**src/rtl/config_frame_loader.sv**
```systemverilog
// Configuration frame loader: assembles a header + FRAME_BITS payload from a byte stream
// and drives FrameData plus one registered one-hot FrameStrobe pulse per frame.
module config_frame_loader #(
   parameter int IN_W       = 8,
   parameter int FRAME_BITS = 32,
   parameter int NUM_FRAMES = 20,
   parameter int STROBE_LEN = 1
) (
   input  logic                  CLK,
   input  logic                  RESET,
   input  logic [IN_W-1:0]       s_data,
   input  logic                  s_valid,
   output logic                  s_ready,
   input  logic                  err_clr,
   output logic [FRAME_BITS-1:0] FrameData,
   output logic [NUM_FRAMES-1:0] FrameStrobe,
   output logic                  busy,
   output logic                  err,
   output logic [15:0]           frames_done
);

   localparam int BEATS = FRAME_BITS / IN_W;
   localparam int CNT_W = (BEATS > 1) ? $clog2(BEATS) : 1;
   localparam int LEN_W = (STROBE_LEN > 1) ? $clog2(STROBE_LEN) : 1;

   typedef enum logic [2:0] {IDLE, DATA, SETUP, STROBE, HOLD} state_t;

   state_t                state_reg, state_next;
   logic [6:0]            index_reg;
   logic                  discard_reg;
   logic [CNT_W-1:0]      beat_cnt_reg;
   logic [LEN_W-1:0]      len_cnt_reg;
   logic [FRAME_BITS-1:0] shift_reg, shift_next;
   logic [FRAME_BITS-1:0] frame_data_reg;
   logic [NUM_FRAMES-1:0] strobe_reg, strobe_sel;
   logic                  err_reg;
   logic [15:0]           frames_done_reg;

   logic accept, is_header, bad_header, last_beat, strobe_done;

   assign s_ready     = (state_reg == IDLE) || (state_reg == DATA);
   assign busy        = (state_reg != IDLE);
   assign FrameData   = frame_data_reg;
   assign FrameStrobe = strobe_reg;
   assign err         = err_reg;
   assign frames_done = frames_done_reg;

   assign accept      = s_valid && s_ready;
   assign is_header   = (state_reg == IDLE) && accept && s_data[IN_W-1];
   assign bad_header  = is_header && (s_data[6:0] >= 7'(NUM_FRAMES));
   assign last_beat   = (state_reg == DATA) && accept && (beat_cnt_reg == CNT_W'(BEATS - 1));
   assign strobe_done = (len_cnt_reg == LEN_W'(STROBE_LEN - 1));

   // The last beat is folded in combinationally so FrameData can load on the same edge.
   generate
      if (BEATS > 1) begin : g_shift_multi
         assign shift_next = {shift_reg[FRAME_BITS-IN_W-1:0], s_data};
      end else begin : g_shift_single
         assign shift_next = s_data;
      end
   endgenerate

   genvar gi;
   generate
      for (gi = 0; gi < NUM_FRAMES; gi++) begin : g_onehot
         assign strobe_sel[gi] = (index_reg == 7'(gi));
      end
   endgenerate

   always_comb begin
      state_next = state_reg;
      case (state_reg)
         IDLE:   if (is_header) state_next = DATA;
         DATA:   if (last_beat) state_next = discard_reg ? IDLE : SETUP;
         SETUP:  state_next = STROBE;
         STROBE: if (strobe_done) state_next = HOLD;
         HOLD:   state_next = IDLE;
         default: state_next = IDLE;
      endcase
   end

   always_ff @(posedge CLK or posedge RESET) begin
      if (RESET) begin
         state_reg       <= IDLE;
         index_reg       <= '0;
         discard_reg     <= 1'b0;
         beat_cnt_reg    <= '0;
         len_cnt_reg     <= '0;
         shift_reg       <= '0;
         frame_data_reg  <= '0;
         strobe_reg      <= '0;
         err_reg         <= 1'b0;
         frames_done_reg <= '0;
      end else begin
         state_reg <= state_next;

         if (is_header) begin
            index_reg    <= s_data[6:0];
            discard_reg  <= bad_header;
            beat_cnt_reg <= '0;
         end else if ((state_reg == DATA) && accept) begin
            shift_reg    <= shift_next;
            beat_cnt_reg <= beat_cnt_reg + 1'b1;
         end

         if (last_beat && !discard_reg)
            frame_data_reg <= shift_next;

         if (state_reg == STROBE)
            len_cnt_reg <= len_cnt_reg + 1'b1;
         else
            len_cnt_reg <= '0;

         strobe_reg <= (state_next == STROBE) ? strobe_sel : '0;

         // A bad header arriving with err_clr still leaves err set.
         if (bad_header)
            err_reg <= 1'b1;
         else if (err_clr)
            err_reg <= 1'b0;

         if (state_reg == HOLD)
            frames_done_reg <= frames_done_reg + 16'd1;
      end
   end

endmodule

```
**config.mk**
```make
export PLATFORM = sky130hd
export DESIGN_NAME = config_frame_loader
export DESIGN_NICKNAME = d
export VERILOG_FILES = /design/src/rtl/config_frame_loader.sv
export SDC_FILE = /design/constraint.sdc
export NUM_CORES = 1
export LEC_CHECK = 0
export ABC_CLOCK_PERIOD_IN_PS = 3800
export CORE_MARGIN = 1.5
export CORE_UTILIZATION = 51
export CTS_CLUSTER_DIAMETER = 120
export CTS_CLUSTER_SIZE = 12
export DETAILED_ROUTE_END_ITERATION = 8
export PLACE_DENSITY = 0.79
export SLEW_MARGIN = 20
export SYNTH_ARGS = -nofsm -noshare
export SYNTH_HDL_FRONTEND = slang
export SYNTH_SLANG_ARGS = --single-unit
```
**constraint.sdc**
```tcl
create_clock -name CLK -period 3.8 [get_ports CLK]
set_input_delay 0.76 -clock CLK [delete_from_list [all_inputs] [get_ports CLK]]
set_output_delay 0.76 -clock CLK [all_outputs]
set_load 0.01 [all_outputs]
```
==> flow_summary.ini <==
[timing]
fin_worst_skew_ns = 0.01051
timing_hold_violations_final = 0
final_max_slew_viol_count = 0
whs_ns = 0.4928
setup_viol = 0
post-route-min-period_ns = 2.437
max_slew_margin_pct = 50.74
setup_tns_ns = 0
fmax_ghz = 0.4103
tightest_slew_ns = 0.7389
grt_setup_unrepaired = false
period_share_pct = 64.14

[floorplanning]
start_util_pct = 52.69
coreArea_sq_mm = 0.007687
die_w_um = 92.12
num_io_pins = 83
die_y_um = 92.12
fp-row-count = 32
die-area_sq_mm = 0.008485

[drt]
first_iter_violations = 126
drc = 0
wl_per_cell_um = 14.51
antenna_left = 0
firstDrtPassIters = 4
vias = 2489
wirelength_mm = 7.152
viasPerCell = 5.049

[clock_network]
clk_latency_ns = 0.35
cts_sinks = 107
numCtsBuffers = 9
postCtsSetupBuffers = 0
root_buffer = clkbuf_8
path_clk_slew_ns = 0.10
cts_tree = yes
ctsHoldBuffers = 0
cts_buffer_depth = 2
cts_max_level = 3
cts.repair.resized = 0

[critical_path]
crit_path_max_incr_delay_ns = 0.48
critPathCaptureType = output pin
crit_chain = nor3_1 -> inv_1 -> clkdlybuf4s50_1
required_ns = 3.04
cp.arrival_ns = 1.68
crit_path_top_delay_cell = clkdlybuf4s50_1
cp_max_fo = 7
startpoint_type = flip-flop
rrSetupSlack_ns = 1.72
critPathKind = flip-flop to output pin
reg2reg_depth = 6

[job]
drv_cap = 0

[synthesis]
synthDistinctLibCells = 29
synthCells = 297
synthArstFlopShare_pct = 100.0
synth_edf_count = 0
ys_ff_latch = 107
ys.flop_type = dfrtp_1
syn_area_sq_mm = 0.004050
ys_warn_count = 0
syn_nets = 311
avgSynthCellArea_sq_um = 13.64
synth_seq_area_share_pct = 66.11

[cells_and_area]
fin_nets = 400
drive_gt1_share_pct = 21.74
largest_register_ffs = 32
antenna_cells = 0
syn_to_final_growth_pct = 28.51
design_area_sq_mm = 0.005205

[min_path]
hold_path_class = flip-flop to flip-flop
whs_path_depth = 1

[grt]
grt_max_degree = 63
antenna_found_initial = 0
grt_use_total_pct = 17.87
grt_overflow = 0
first_global_vias = 2508
grt_pass1_wl_mm = 11.92

[pwr]
ir_drop_mv = 0.4910
p_per_area_mw_per_mm2 = 694.0
power_mw = 3.612
p_leak_nw = 2.348

[status]
status = completed

[place]
placed_area_sq_mm = 0.004997
gp_congestion = 0.7246
portBuffers = 82
hpwlAfterDp_mm = 5.043
==> path summary, 6_finish.rpt <==
check	start	to
max	state_reg[2]	busy
max in group asynchronous	RESET	FrameStrobe[19]
min reg2reg	frames_done[11]	frames_done[11]
min	frames_done[11]	frames_done[11]
min in group asynchronous	RESET	FrameData[2]
max reg2reg	state_reg[1]	FrameData[5]
==> metrics by stage <==
step / worst slack [ns] / instances / util, %
2_1_floorplan: 0.2228 / 297 / -
3_3_place_gp: 1.158 / 477 / 65.01
3_5_place_dp: 1.088 / 477 / 65.01
4_1_cts: 1.324 / 493 / 67.71
5_1_grt: 1.234 / 493 / 67.71
6_report: 1.363 / 493 / 67.71
==> report_power, final <==
group          leakage, nW  switching, mW  internal (mW)  total [mW]
registers             1.38          0.248           1.51        1.76
logic                0.858          0.435          0.703        1.14
clock network        0.108          0.380          0.332       0.712
total                 2.35           1.06           2.55        3.61
==> logic make-up (layout without fill, tap and decap cells) <==
kind of cell / after synthesis / in the layout / share of synthesized area [%]
flops: 107 / 107 / 66.11
simple gates: 95 / 95 / 11.49
mux: 58 / 58 / 16.13
xor+xnor: 15 / 15 / 3.244
buf+inv: 13 / 107 / 1.421
compound gates: 7 / 7 / 0.9886
fa+ha+maj: 2 / 2 / 0.6178
==> synthesized netlist by cell type, types with 2 or more instances <==
master | n | area share (%)
dfrtp_1 | 107 | 66
mux2_2 | 58 | 16
nand2_1 | 33 | 3.1
nor2_1 | 28 | 2.6
xnor2_1 | 11 | 2.4
buf_2 | 7 | 0.86
nand3_1 | 7 | 0.86
inv_1 | 5 | 0.46
nand2b_1 | 4 | 0.62
nand3b_1 | 4 | 0.74
xor2_1 | 4 | 0.86
and3_1 | 3 | 0.46
nor3_1 | 3 | 0.37
o21ai_0 | 3 | 0.37
a21oi_1 | 2 | 0.25
ha_1 | 2 | 0.62
nand4_1 | 2 | 0.31
or2_2 | 2 | 0.31
or3b_2 | 2 | 0.43
==> metal layers <==
layer | vias to the layer above | global-route usage [%] | part of all wire (%)
met5 | - | 0 | 0
met2 | 62 | 29.20 | 50
li1 | 1180 | - | -
met3 | 7 | 2.902 | 3.7
met1 | 1240 | 24.80 | 46
met4 | 0 | 5.256 | 0.89
==> cells in the final DEF (no fill, tap or decap), drive strengths merged, types with 3 or more instances in the layout <==
master | synthesis | final
or3b | 3 | 3
clkbuf | 1 | 10
o21ai | 3 | 3
nor2 | 28 | 28
clkdlybuf4s50 | 0 | 82
nor3 | 3 | 3
nand3 | 7 | 7
nand2 | 33 | 33
nand3b | 4 | 4
and3 | 3 | 3
xnor2 | 11 | 11
nand2b | 4 | 4
mux2 | 58 | 58
buf | 7 | 4
dfrtp | 107 | 107
xor2 | 4 | 4
inv | 5 | 9
==> worst max-delay path: cells and delay by family, from the launching register on <==
kind | cells | cell delay [ns]
buffers and inverters | 2 | 0.56
flip-flops | 1 | 0.45
AND/OR/NAND/NOR | 1 | 0.32
==> final cells by class <==
type	instances	area, sq um
Timing Repair Buffer	86	850.8
Multi-Input combinational cell	177	1320
Fill cell	582	2482
Inverter	5	21.27
Tap cell	102	127.6
Clock inverter	6	70.07
Sequential cell	107	2678
Clock buffer	10	137.6
Power figures use the tool's default switching activity.
